--- src/rtl/control_unit_pkg.sv ---
// Shared control-path definitions: opcodes, ALU codes, sequencer states and the strobe bundle.
// Imported by the control unit, the datapath and the ALU.
package control_pkg;

  localparam int unsigned OPW  = 5;
  localparam int unsigned ALUW = 5;

  typedef logic [OPW-1:0]  opcode_t;
  typedef logic [ALUW-1:0] alu_sel_t;

  localparam opcode_t OP_LD   = 5'b00000;
  localparam opcode_t OP_LDI  = 5'b00001;
  localparam opcode_t OP_ST   = 5'b00010;
  localparam opcode_t OP_ADD  = 5'b00011;
  localparam opcode_t OP_SUB  = 5'b00100;
  localparam opcode_t OP_AND  = 5'b00101;
  localparam opcode_t OP_OR   = 5'b00110;
  localparam opcode_t OP_SHR  = 5'b00111;
  localparam opcode_t OP_SHL  = 5'b01000;
  localparam opcode_t OP_ADDI = 5'b01100;
  localparam opcode_t OP_ANDI = 5'b01101;
  localparam opcode_t OP_ORI  = 5'b01110;
  localparam opcode_t OP_BR   = 5'b10011;
  localparam opcode_t OP_JR   = 5'b10100;
  localparam opcode_t OP_NOP  = 5'b11010;
  localparam opcode_t OP_HALT = 5'b11011;

  localparam alu_sel_t ALU_ADD = 5'b00011;
  localparam alu_sel_t ALU_SUB = 5'b00100;
  localparam alu_sel_t ALU_AND = 5'b00101;
  localparam alu_sel_t ALU_OR  = 5'b00110;
  localparam alu_sel_t ALU_SHR = 5'b00111;
  localparam alu_sel_t ALU_SHL = 5'b01000;

  typedef enum logic [3:0] {
    RST, T0, T1, T2, T3, T4, T5, T6, T7, PAUSE, HALT
  } state_e;

  typedef struct packed {
    logic     PCout, ZLOWout, MDRout, BAout, Cout, R_out;
    logic     PC_in, IR_in, Y_in, Z_in, MAR_in, MDR_in, R_in, CON_in;
    logic     Inc_PC, Gra, Grb, Grc, read, write;
    alu_sel_t ALU_select;
    logic     run;
  } strobes_t;

  function automatic logic is_rtype(input opcode_t op);
    return (op >= OP_ADD) && (op <= OP_SHL);
  endfunction

  function automatic logic is_imm(input opcode_t op);
    return (op == OP_ADDI) || (op == OP_ANDI) || (op == OP_ORI);
  endfunction

  function automatic logic is_mem(input opcode_t op);
    return (op == OP_LD) || (op == OP_LDI) || (op == OP_ST);
  endfunction

  function automatic alu_sel_t imm_alu(input opcode_t op);
    case (op)
      OP_ANDI: return ALU_AND;
      OP_ORI:  return ALU_OR;
      default: return ALU_ADD;
    endcase
  endfunction

endpackage

--- src/rtl/control_unit_if.sv ---
// Control-unit <-> datapath bundle: instruction/status inputs and all control strobes.
interface control_unit_if;
  import control_pkg::*;

  logic [31:0] IR;
  logic        con_ff, mem_done, stop;
  logic        PCout, ZLOWout, MDRout, BAout, Cout, R_out;
  logic        PC_in, IR_in, Y_in, Z_in, MAR_in, MDR_in, R_in, CON_in;
  logic        Inc_PC, Gra, Grb, Grc, read, write;
  alu_sel_t    ALU_select;
  logic        run;

  modport master (
    input  IR, con_ff, mem_done, stop,
    output PCout, ZLOWout, MDRout, BAout, Cout, R_out,
           PC_in, IR_in, Y_in, Z_in, MAR_in, MDR_in, R_in, CON_in,
           Inc_PC, Gra, Grb, Grc, read, write, ALU_select, run
  );

  modport slave (
    output IR, con_ff, mem_done, stop,
    input  PCout, ZLOWout, MDRout, BAout, Cout, R_out,
           PC_in, IR_in, Y_in, Z_in, MAR_in, MDR_in, R_in, CON_in,
           Inc_PC, Gra, Grb, Grc, read, write, ALU_select, run
  );
endinterface

--- src/rtl/control_unit_decode.sv ---
// Moore strobe decode: (state, opcode, con_ff) -> control strobe bundle. Purely combinational.
module control_decode
  import control_pkg::*;
(
  input  state_e   state,
  input  opcode_t  opcode,
  input  logic     con_ff,
  output strobes_t s
);

  always_comb begin
    s     = '0;
    s.run = (state != RST) && (state != PAUSE) && (state != HALT);
    case (state)
      T0: begin s.PCout = 1'b1; s.MAR_in = 1'b1; s.Inc_PC = 1'b1; s.Z_in = 1'b1; end
      T1: begin s.ZLOWout = 1'b1; s.PC_in = 1'b1; s.read = 1'b1; s.MDR_in = 1'b1; end
      T2: begin s.MDRout = 1'b1; s.IR_in = 1'b1; end
      T3: begin
        if (is_rtype(opcode) || is_imm(opcode)) begin
          s.Grb = 1'b1; s.R_out = 1'b1; s.Y_in = 1'b1;
        end else if (is_mem(opcode)) begin
          s.Grb = 1'b1; s.BAout = 1'b1; s.Y_in = 1'b1;
        end else if (opcode == OP_BR) begin
          s.Gra = 1'b1; s.R_out = 1'b1; s.CON_in = 1'b1;
        end else if (opcode == OP_JR) begin
          s.Gra = 1'b1; s.R_out = 1'b1; s.PC_in = 1'b1;
        end
      end
      T4: begin
        if (is_rtype(opcode)) begin
          s.Grc = 1'b1; s.R_out = 1'b1; s.Z_in = 1'b1; s.ALU_select = opcode;
        end else if (is_imm(opcode)) begin
          s.Cout = 1'b1; s.Z_in = 1'b1; s.ALU_select = imm_alu(opcode);
        end else if (is_mem(opcode)) begin
          s.Cout = 1'b1; s.Z_in = 1'b1; s.ALU_select = ALU_ADD;
        end else if (opcode == OP_BR) begin
          s.PCout = 1'b1; s.Y_in = 1'b1;
        end
      end
      T5: begin
        if (opcode == OP_LD || opcode == OP_ST) begin
          s.ZLOWout = 1'b1; s.MAR_in = 1'b1;
        end else if (opcode == OP_BR) begin
          s.Cout = 1'b1; s.Z_in = 1'b1; s.ALU_select = ALU_ADD;
        end else if (is_rtype(opcode) || is_imm(opcode) || opcode == OP_LDI) begin
          s.ZLOWout = 1'b1; s.Gra = 1'b1; s.R_in = 1'b1;
        end
      end
      T6: begin
        if (opcode == OP_LD) begin
          s.read = 1'b1; s.MDR_in = 1'b1;
        end else if (opcode == OP_ST) begin
          s.Gra = 1'b1; s.R_out = 1'b1; s.MDR_in = 1'b1;
        end else if (opcode == OP_BR && con_ff) begin
          s.ZLOWout = 1'b1; s.PC_in = 1'b1;
        end
      end
      T7: begin
        if (opcode == OP_LD) begin
          s.MDRout = 1'b1; s.Gra = 1'b1; s.R_in = 1'b1;
        end else if (opcode == OP_ST) begin
          s.write = 1'b1;
        end
      end
      default: ;
    endcase
  end

endmodule

--- src/rtl/control_unit.sv ---
// Fetch/decode/execute sequencer: state register and next-state logic; strobes come from control_decode.
module control_unit
  import control_pkg::*;
(
  input  logic          clk,
  input  logic          rst_n,
  control_unit_if.master bus
);

  state_e   state_q, state_d;
  opcode_t  opcode;
  strobes_t str;
  logic     fin;
  logic     unused_ir;

  assign opcode    = bus.IR[31 -: OPW];
  assign unused_ir = ^bus.IR[31-OPW:0];

  always_ff @(posedge clk or negedge rst_n) begin
    if (!rst_n) state_q <= RST;
    else        state_q <= state_d;
  end

  // fin marks the last execute cycle; the only point where stop is honoured.
  always_comb begin
    state_d = state_q;
    fin     = 1'b0;
    case (state_q)
      RST:   state_d = T0;
      T0:    state_d = T1;
      T1:    if (bus.mem_done) state_d = T2;
      T2:    state_d = T3;
      T3: begin
        if (opcode == OP_HALT) state_d = HALT;
        else if (is_rtype(opcode) || is_imm(opcode) || is_mem(opcode) || opcode == OP_BR)
          state_d = T4;
        else fin = 1'b1;
      end
      T4:    state_d = T5;
      T5: begin
        if (opcode == OP_LD || opcode == OP_ST || opcode == OP_BR) state_d = T6;
        else fin = 1'b1;
      end
      T6: begin
        if (opcode == OP_LD) begin
          if (bus.mem_done) state_d = T7;
        end else if (opcode == OP_ST) state_d = T7;
        else fin = 1'b1;
      end
      T7:    if (!(opcode == OP_ST && !bus.mem_done)) fin = 1'b1;
      PAUSE: if (!bus.stop) state_d = T0;
      HALT:  state_d = HALT;
      default: state_d = RST;
    endcase
    if (fin) state_d = bus.stop ? PAUSE : T0;
  end

  control_decode u_decode (
    .state  (state_q),
    .opcode (opcode),
    .con_ff (bus.con_ff),
    .s      (str)
  );

  assign bus.PCout      = str.PCout;
  assign bus.ZLOWout    = str.ZLOWout;
  assign bus.MDRout     = str.MDRout;
  assign bus.BAout      = str.BAout;
  assign bus.Cout       = str.Cout;
  assign bus.R_out      = str.R_out;
  assign bus.PC_in      = str.PC_in;
  assign bus.IR_in      = str.IR_in;
  assign bus.Y_in       = str.Y_in;
  assign bus.Z_in       = str.Z_in;
  assign bus.MAR_in     = str.MAR_in;
  assign bus.MDR_in     = str.MDR_in;
  assign bus.R_in       = str.R_in;
  assign bus.CON_in     = str.CON_in;
  assign bus.Inc_PC     = str.Inc_PC;
  assign bus.Gra        = str.Gra;
  assign bus.Grb        = str.Grb;
  assign bus.Grc        = str.Grc;
  assign bus.read       = str.read;
  assign bus.write      = str.write;
  assign bus.ALU_select = str.ALU_select;
  assign bus.run        = str.run;

endmodule
--- src/flat_wrapper.sv ---
// flat-port wrapper written by rule: the top's interface ports become plain ports
module control_unit_flat import control_pkg::*;
  (clk, rst_n, bus_IR, bus_con_ff, bus_mem_done, bus_stop, bus_PCout, bus_ZLOWout, bus_MDRout, bus_BAout, bus_Cout, bus_R_out, bus_PC_in, bus_IR_in, bus_Y_in, bus_Z_in, bus_MAR_in, bus_MDR_in, bus_R_in, bus_CON_in, bus_Inc_PC, bus_Gra, bus_Grb, bus_Grc, bus_read, bus_write, bus_ALU_select, bus_run);
  control_unit_if bus_i ();
  input  logic clk;
  input  logic rst_n;
  input wire logic [$bits(bus_i.IR)-1:0] bus_IR;
  input wire logic [$bits(bus_i.con_ff)-1:0] bus_con_ff;
  input wire logic [$bits(bus_i.mem_done)-1:0] bus_mem_done;
  input wire logic [$bits(bus_i.stop)-1:0] bus_stop;
  output wire logic [$bits(bus_i.PCout)-1:0] bus_PCout;
  output wire logic [$bits(bus_i.ZLOWout)-1:0] bus_ZLOWout;
  output wire logic [$bits(bus_i.MDRout)-1:0] bus_MDRout;
  output wire logic [$bits(bus_i.BAout)-1:0] bus_BAout;
  output wire logic [$bits(bus_i.Cout)-1:0] bus_Cout;
  output wire logic [$bits(bus_i.R_out)-1:0] bus_R_out;
  output wire logic [$bits(bus_i.PC_in)-1:0] bus_PC_in;
  output wire logic [$bits(bus_i.IR_in)-1:0] bus_IR_in;
  output wire logic [$bits(bus_i.Y_in)-1:0] bus_Y_in;
  output wire logic [$bits(bus_i.Z_in)-1:0] bus_Z_in;
  output wire logic [$bits(bus_i.MAR_in)-1:0] bus_MAR_in;
  output wire logic [$bits(bus_i.MDR_in)-1:0] bus_MDR_in;
  output wire logic [$bits(bus_i.R_in)-1:0] bus_R_in;
  output wire logic [$bits(bus_i.CON_in)-1:0] bus_CON_in;
  output wire logic [$bits(bus_i.Inc_PC)-1:0] bus_Inc_PC;
  output wire logic [$bits(bus_i.Gra)-1:0] bus_Gra;
  output wire logic [$bits(bus_i.Grb)-1:0] bus_Grb;
  output wire logic [$bits(bus_i.Grc)-1:0] bus_Grc;
  output wire logic [$bits(bus_i.read)-1:0] bus_read;
  output wire logic [$bits(bus_i.write)-1:0] bus_write;
  output wire logic [$bits(bus_i.ALU_select)-1:0] bus_ALU_select;
  output wire logic [$bits(bus_i.run)-1:0] bus_run;
  assign bus_i.IR = bus_IR;
  assign bus_i.con_ff = bus_con_ff;
  assign bus_i.mem_done = bus_mem_done;
  assign bus_i.stop = bus_stop;
  assign bus_PCout = bus_i.PCout;
  assign bus_ZLOWout = bus_i.ZLOWout;
  assign bus_MDRout = bus_i.MDRout;
  assign bus_BAout = bus_i.BAout;
  assign bus_Cout = bus_i.Cout;
  assign bus_R_out = bus_i.R_out;
  assign bus_PC_in = bus_i.PC_in;
  assign bus_IR_in = bus_i.IR_in;
  assign bus_Y_in = bus_i.Y_in;
  assign bus_Z_in = bus_i.Z_in;
  assign bus_MAR_in = bus_i.MAR_in;
  assign bus_MDR_in = bus_i.MDR_in;
  assign bus_R_in = bus_i.R_in;
  assign bus_CON_in = bus_i.CON_in;
  assign bus_Inc_PC = bus_i.Inc_PC;
  assign bus_Gra = bus_i.Gra;
  assign bus_Grb = bus_i.Grb;
  assign bus_Grc = bus_i.Grc;
  assign bus_read = bus_i.read;
  assign bus_write = bus_i.write;
  assign bus_ALU_select = bus_i.ALU_select;
  assign bus_run = bus_i.run;
  control_unit u_core (.clk(clk), .rst_n(rst_n), .bus(bus_i));
endmodule
--- config.mk ---
export PLATFORM = sky130hd
export DESIGN_NAME = control_unit_flat
export DESIGN_NICKNAME = d
export VERILOG_FILES = /design/src/rtl/control_unit_pkg.sv /design/src/rtl/control_unit_if.sv /design/src/rtl/control_unit_decode.sv /design/src/rtl/control_unit.sv /design/src/flat_wrapper.sv
export SDC_FILE = /design/constraint.sdc
export NUM_CORES = 1
export LEC_CHECK = 0
export CORE_MARGIN = 1
export CORE_UTILIZATION = 32
export DETAILED_ROUTE_END_ITERATION = 10
export HOLD_SLACK_MARGIN = 0.06
export PLACE_DENSITY = 0.82
export SYNTH_ARGS = -nofsm -noshare
export SYNTH_HDL_FRONTEND = slang
export SYNTH_SLANG_ARGS = --single-unit
--- constraint.sdc ---
create_clock -name clk -period 3 [get_ports clk]
set_input_delay 0.9 -clock clk [delete_from_list [all_inputs] [get_ports clk]]
set_output_delay 0.9 -clock clk [all_outputs]
set_load 0.05 [all_outputs]
Word-level counts from Yosys, hierarchy flattened. Cells that the tools add are included.

Output and inout port bits: 26. Logic and storage cells: 131. Register bits after elaboration: 4.

Muxes and demuxes: 81. Reductions and logical operators: 20. Magnitude comparators: 2. Equality and inequality tests: 27.

Operator list (count): 1-bit two-way mux (46); 4-bit case mux with 11 select lines (1); 4-bit two-way mux (10); 4-bit by 3-bit == test with 1-bit output, second input constant (4); 1-bit case mux with 2 select lines (8); 5-bit by 4-bit == test with 1-bit output, second input constant (3); 5-bit == test, second input constant (3); 4-bit == test, second input constant (3); 2-bit two-way mux (6); 1-bit case mux with 3 select lines (4); 1-bit logical OR (10); 5-bit two-way mux (2); 5-bit case mux with 2 select lines (1); 4-bit by 2-bit == test with 1-bit output, second input constant (2); 4-bit by 1-bit != test with 1-bit output, second input constant (2); 4-bit != test, second input constant (2); 1-bit case mux with 4 select lines (2); 7-bit AND reduction (1); 3-bit by 2-bit != test with 1-bit output, second input constant (2); 3-bit case mux with 2 select lines (1); 5-bit by 1-bit == test with 1-bit output, second input constant (1); 5-bit by 2-bit == test with 1-bit output, second input constant (1); 5-bit by 2-bit greater-or-equal comparator with 1-bit output, second input constant (1); 5-bit by 4-bit <= comparator with 1-bit output, second input constant (1); other kinds (9) (13).

Logic depth before layout (Yosys ltp). Gate-level depths: netlist (run 1).

Depth in word-level cells: 11. Gate-level depth with buffers: 6. Depth with buffers taken out: 5.

Modules after synthesis. A second synthesis (run 1) with hierarchy kept.

Cell total of the unflattened synthesis: 157. Area total of the unflattened synthesis: 1137.3 um^2.

Modules (own cells, without submodules): control_decode (times used 1, cells an instance 102, area each 649.4 um^2); control_unit (times used 1, cells an instance 55, area each 488.0 um^2).

Worst setup path after synthesis (run 1). OpenSTA, ideal clock, no wires.

Path kind: input to output. Start point: input bus_IR[30]. End point: output bus_BAout. Data arrival time: 3.002 ns. Buffers on the path: 2. Cell stages on the path: 4. Slack: -0.902 ns. Cell sequence: clkbuf_1 -> clkbuf_1 -> nor2_1 -> nor4b_1.

Cells in the longest elaborated chain, start to end: 6. Elaborated cells between the ends (all ways): 17.

Ends and longest elaborated chain: from (decl) (RTL line flat_wrapper.sv:7) `input wire logic [$bits(bus_i.IR)-1:0] bus_IR;`; parallel branches: the longest is 4 deep, another holds 5-bit by 2-bit greater-or-equal comparator with 1-bit output; 1-bit two-way mux * (RTL line control_unit_decode.sv:19) `if (is_rtype(opcode) || is_imm(opcode)) begin`; 1-bit two-way mux * (RTL line control_unit_decode.sv:14) `case (state)`; to (decl) (RTL line flat_wrapper.sv:14) `output wire logic [$bits(bus_i.BAout)-1:0] bus_BAout;`.

Mark *: on every way between the ends.

Worst setup path in the final report (run 1).
Start point: input bus_IR[29]. End point: output bus_Gra.

Cells in the longest elaborated chain, start to end: 9. Elaborated cells between the ends (all ways): 29.

Ends and longest elaborated chain: parallel branches: the longest is 8 deep, another holds 5-bit by 2-bit greater-or-equal comparator with 1-bit output; 1-bit case mux with 4 select lines * (RTL line control_unit_decode.sv:14); to (decl) (RTL line flat_wrapper.sv:26) `output wire logic [$bits(bus_i.Gra)-1:0] bus_Gra;`.

Marks and branches as above.

==> flow_summary.yaml, run 1 <==
final_layout:
  syn2layout_area_growth_pct: 123
  mostFrequentLayoutCell: "buf_4"
  seq_area_sq_um: 103
  final_cell_mix: "buf_4, buf_12, nor2_1"
  top_register: "u_core.state_q"
  reg_top3: "u_core.state_q: 4 flops"
  layout.nets: 253
  post-route-cell-area_sq_um: 2090
  fin_util: 0.757
  largest_reg_flops: 4
  antenna_cells: 0
  nFillCells: 180
  drive_gt1_frac: 0.584
  multi_input_area_sq_um: 912
outcome:
  violations: "setup timing"
  status: "complete, but fails checks"
synthesis:
  yosysSeqAreaShare: 0.107
  netlist_area_sq_um: 936
  synth-edff-count: 0
  ys.flop_type: "dfrtp_1"
  synth_cells: 143
  synth_top_area_cell: "dfrtp_1"
  ys_ff_latch: 4
  synthTopCellsByArea: "dfrtp_1, nor2_1, o21ai_0, nand2b_1, a21oi_1"
  syn_nets: 180
  ys_warn_count: 0
  syn_area_per_cell_sq_um: 6.54
  synth_cell_type_count: 49
  synth_top_area_frac: 0.107
  async_flop_share: 1.00
setup_path:
  crit_type: "in -> out"
  crit_chain: "buf_8 -> or4_4 -> nor3_4 -> a21o_2 -> nand4b_1 -> buf_12"
  reg2reg_depth: 5
  start_kind: "input pin"
  crit_family: "simple AND/OR/NAND/NOR gates"
  cp.required_ps: 2100
  worst_path_max_delay_cell: "or4_4"
  cp_num_buf_inv: 2
  critPathMaxStageDelay_ps: 570
  critPathArrivalTime_ps: 2250
  cp-end-kind: "output pin"
  r2r-start: "u_core.state_q[0]"
  path_max_fanout: 5
  r2r_slack_ps: 1030
  worstReg2RegEnd: "u_core.state_q[3]"
detailed_routing:
  drtAntennaViolNets: 0
  vias_per_cell: 6.08
  first_pass_iters: 4
  wl_per_cell_microns: 17.5
  initialDrtViolationCount: 77
  vias: 1490
  routed_wl_mm: 4.29
  drcViolationCount: 0
die:
  core_sq_um: 2760
  dieArea_sq_um: 3140
  die_w_microns: 56.1
  io_pins: 63
  die_height_microns: 56.1
  fp-row-count: 19
  initial_core_util: 0.339
grt:
  antenna_found_initial: 0
  grt_max_degree: 13
  grt_pass1_vias: 1468
  gr-usage-all-layers: 0.264
  grt_pass1_wl_mm: 6.76
  grt.overflow.total: 0
power:
  p_leak_nw: 0.880
  p_per_area_nw_per_um2: 729
  ir_drop_mv: 0.994
cts:
  cts_buffers: 3
  clkLatencyLatePin_ps: 240
  hold_buffers: 0
  htree_levels: 1
  clock-sinks: 4
  clkTransAtPathRegs_ps: 40
  tritoncts: "done"
  clock-root-buffer: "clkbuf_4"
  cts_buffer_depth: 2
timing:
  report.final.slew_viol_count: 0
  whs_ps: 838
  fin_crit_ps: 3150
  fin_ws_ps: -154
  rsz0062_at_grt: "yes"
  fin_worst_skew_ps: 0.569
  setup_viol: 9
  hold_violations: 0
  min_period_over_period: 1.05
  clock.fmax_mhz: 317
hold_path:
  whs_endpoint: "u_core.state_q[2]"
  worstHoldStart: "u_core.state_q[3]"
  holdPathStages: 3
  min_path_type: "reg -> reg"
place:
  placed_cell_area_sq_um: 1840
  portBuffers: 34
  place.gp.congestion: 0.900
  place_hpwl_mm: 2.81
run:
  cap_violations: 0
==> report_power, final <==
part	switching, W	internal, W	leakage, nW
sequential	0.0000419	0.0000820	0.0472
clock	0.0000238	0.0000449	0.0138
combinational	0.000745	0.000585	0.818
total	0.000811	0.000711	0.880
==> metal layers <==
metal / vias up / global-route usage / wire length (microns)
met4: 0 / 0.0801 / 84
met5: - / 0 / 0
li1: 676 / - / -
met1: 695 / 0.322 / 1710
met2: 105 / 0.473 / 2120
met3: 14 / 0.0419 / 377
==> synth_stat cells, drive strengths merged (5+ instances only) <==
master and number:
inv 6, or2 5, a21oi 8, clkbuf 10
o21ai 10, or3 5, nand2b 7, nand2 6
nor2 13, nor3 8
==> cells by family (layout without fill, tap and decap cells) <==
kind of cell / count (synthesis) / in the layout / share of synthesized area
XOR/XNOR: 2 / 2 / 0.0187
other: 1 / 1 / 0.00401
AND/OR/NAND/NOR: 70 / 70 / 0.445
AO/OA/AOI/OAI: 45 / 45 / 0.333
buffers and inverters: 21 / 92 / 0.0922
flip-flops: 4 / 4 / 0.107
==> worst max path at each step <==
stage          slack [ps]      end  cells after the start       start
6_report             -150  bus_Gra                      6  bus_IR[29]
5_1_grt              -190  bus_Gra                      6  bus_IR[29]
4_1_cts              -150  bus_Gra                      6  bus_IR[29]
3_5_place_dp         -600  bus_Gra                      6  bus_IR[31]
3_3_place_gp         -590  bus_Gra                      6  bus_IR[31]
2_1_floorplan        -300  bus_Gra                      4  bus_IR[31]
==> stage by stage <==
step,total power (W),setup WS [ps],std cells,setup TNS (ps)
6_report,0.00152,-154,245,-657
5_1_grt,0.00158,-190,245,-1080
4_1_cts,0.00147,-145,242,-496
3_5_place_dp,0.00135,-601,232,-9520
3_3_place_gp,0.00132,-594,232,-9090
2_1_floorplan,0.000827,-296,143,-1880
==> cell type report <==
cell class                 instances  area share
tap                               31      0.0186
inverter                           7      0.0126
multi-input combinational        118       0.437
clock buffer                       3      0.0108
sequential                         4      0.0491
timing repair buffer              82       0.472
==> timing repair <==
action / in CTS / in global routing
setup buffers: 7 / 3
pin swaps: 14 / 6
endpoints found under the hold margin: 0 / 0
endpoints found under the setup margin: 22 / 14
gates resized for setup: 53 / 9
==> worst register-to-register path, cell delays in order, from the launching register on <==
cell and delay (ps):
dfrtp_1 430, or4b_1 600, buf_4 190, a31o_2 230, o211a_1 230, o32a_1 180
No activity file was read; power rests on OpenSTA's default activity.
==> inputs of run 2 (changes only) <==
--- a/config.mk
+++ b/config.mk
@@ -5,11 +5,13 @@
 export SDC_FILE = /design/constraint.sdc
 export NUM_CORES = 1
 export LEC_CHECK = 0
+export CELL_PAD_IN_SITES_DETAIL_PLACEMENT = 0
+export CELL_PAD_IN_SITES_GLOBAL_PLACEMENT = 2
 export CORE_MARGIN = 1
-export CORE_UTILIZATION = 32
+export CORE_UTILIZATION = 15
 export DETAILED_ROUTE_END_ITERATION = 10
 export HOLD_SLACK_MARGIN = 0.06
-export PLACE_DENSITY = 0.82
+export PLACE_DENSITY = 0.81
 export SYNTH_ARGS = -nofsm -noshare
 export SYNTH_HDL_FRONTEND = slang
 export SYNTH_SLANG_ARGS = --single-unit
==> run 2 against run 1 <==
Setup slack gained 32 ps; total power grew 1.5%; cell area grew 6.1%; first-iteration DRC count grew 45%; the flow still finishes with violations (setup timing); register-to-register slack lost 30 ps.
==> flow_summary.yaml, run 2 (same netlist as run 1, synthesis figures left out) <==
final_layout:
  seq_area_sq_um: 100
  top_register: "u_core.state_q"
  drive_gt1_frac: 0.591
  mostFrequentLayoutCell: "buf_4"
  post-route-cell-area_sq_um: 2210
  final_cell_mix: "buf_4, buf_12, nor2_1, buf_6"
  layout.nets: 254
  antenna_cells: 0
  syn2layout_area_growth_pct: 137
  final_cells: 290
  largest_reg_flops: 4
  multi_input_area_sq_um: 920
  nFillCells: 610
  reg_top3: "u_core.state_q: 4 flops"
  fin_util: 0.372
detailed_routing:
  routed_wl_mm: 3.72
  initialDrtViolationCount: 112
  vias_per_cell: 4.71
  vias: 1366
  wl_met2_mm: 1.74
  drcViolationCount: 0
  m1WireLength_mm: 1.85
  first_pass_iters: 4
  routed.top_layer: "met4"
  dr_wl_met3_microns: 110
  wl_per_cell_microns: 12.8
  drtAntennaViolNets: 0
timing:
  fin_worst_skew_ps: 1.84
  hold_violations: 0
  fin_crit_ps: 3120
  min_period_over_period: 1.04
  fin_ws_ps: -122
  setup_viol: 5
  rsz0062_at_grt: "yes"
  report.final.slew_viol_count: 0
  clock.fmax_mhz: 320
cts:
  cts_buffer_depth: 2
  clock-root-buffer: "clkbuf_8"
  tritoncts: "done"
  cts_buffers: 3
  clock-sinks: 4
  clkTransAtPathRegs_ps: 30
  htree_levels: 1
  clkLatencyLatePin_ps: 210
  hold_buffers: 0
power:
  p_total_w: 0.00154
  ir_drop_mv: 0.495
  p_leak_nw: 0.915
  internal_power_w: 0.000765
  pwr-share-clk: 0.070
  p_sw_frac: 0.505
  p_switching_w: 0.000780
  p_per_area_nw_per_um2: 697
  comb_power_share: 0.846
  seqPwrFrac: 0.084
grt:
  grt_pass1_wl_mm: 6.23
  antenna_found_initial: 0
  grt_pass1_vias: 1301
  gr-usage-all-layers: 0.120
  grt_max_degree: 11
  grt.overflow.total: 0
place:
  placed_cell_area_sq_um: 1930
  dp.cells: 278
  portBuffers: 34
  place_hpwl_mm: 2.95
  place.gp.congestion: 0.836
setup_path:
  crit_chain: "buf_8 -> nand3b_1 -> or2_4 -> or4_4 -> a21oi_4 -> buf_12"
  cp_num_buf_inv: 2
  cp.required_ps: 2100
  crit_type: "in -> out"
  critPathArrivalTime_ps: 2220
  cp-end-kind: "output pin"
  critPathMaxStageDelay_ps: 430
  crit_family: "simple AND/OR/NAND/NOR gates"
  worst_path_max_delay_cell: "or4_4"
  path_max_fanout: 6
  start_kind: "input pin"
die:
  die_height_microns: 81.0
  die_w_microns: 81.0
  fp-row-count: 28
  dieArea_sq_um: 6560
  io_pins: 63
  initial_core_util: 0.157
  core_sq_um: 5960
run:
  cap_violations: 0
outcome:
  violations: "setup timing"
  status: "complete, but fails checks"
hold_path:
  min_path_type: "reg -> reg"
run 2: routing by layer:
| metal | track usage | vias up |
|---|---|---|
| met5 | 0 | - |
| met4 | 0.0196 | 0 |
| met3 | 0.0112 | 2 |
| met2 | 0.199 | 33 |
| met1 | 0.168 | 647 |
| li1 | - | 684 |
run 2: final timing paths:
kind / endpoint / slack (ps) / start / depth (start not counted)
max: bus_Z_in / -120 / bus_IR[29] / 6
min: u_core.state_q[2] / 720 / u_core.state_q[3] / 2
max reg2reg: u_core.state_q[3] / 1000 / u_core.state_q[0] / 5
min reg2reg: u_core.state_q[2] / 720 / u_core.state_q[3] / 2
max in group asynchronous: u_core.state_q[3] / 1940 / rst_n / 1
min in group asynchronous: u_core.state_q[2] / 890 / rst_n / 1
run 2: repair_timing:
action	in CTS	in global routing
buffers inserted	8	0
pin swaps	13	9
endpoints found under the setup margin	22	15
cloned	1	0
resized for setup	57	10
run 2: stage by stage:
step | setup slack, ps | hold WS, ps | setup TNS, ps
floorplan | -296 | 604 | -1880
global placement | -602 | 705 | -9640
detailed placement | -608 | 707 | -10000
CTS | -129 | 710 | -471
global route | -152 | 732 | -727
finish | -122 | 715 | -431
run 2: tightest hold or removal path: stages, from the launching register on:
cell and delay [ps]:
dfrtp_1 490, a21o_1 120, a21oi_1 60
run 2: cell type report:
cell class | count | area share
multi-input combinational | 118 | 0.415
inverter | 7 | 0.0119
clock buffer | 3 | 0.0186
sequential | 4 | 0.0452
tap | 75 | 0.0424
timing repair buffer | 83 | 0.467
run 2: power by group through the flow:
stage / clock, W / sequential, W / combinational (W)
floorplan: 0 / 0.0000914 / 0.000736
global placement: 0 / 0.000129 / 0.00125
detailed placement: 0 / 0.000127 / 0.00125
CTS: 0.000112 / 0.000127 / 0.00130
global route: 0.000118 / 0.000132 / 0.00139
finish: 0.000108 / 0.000130 / 0.00131
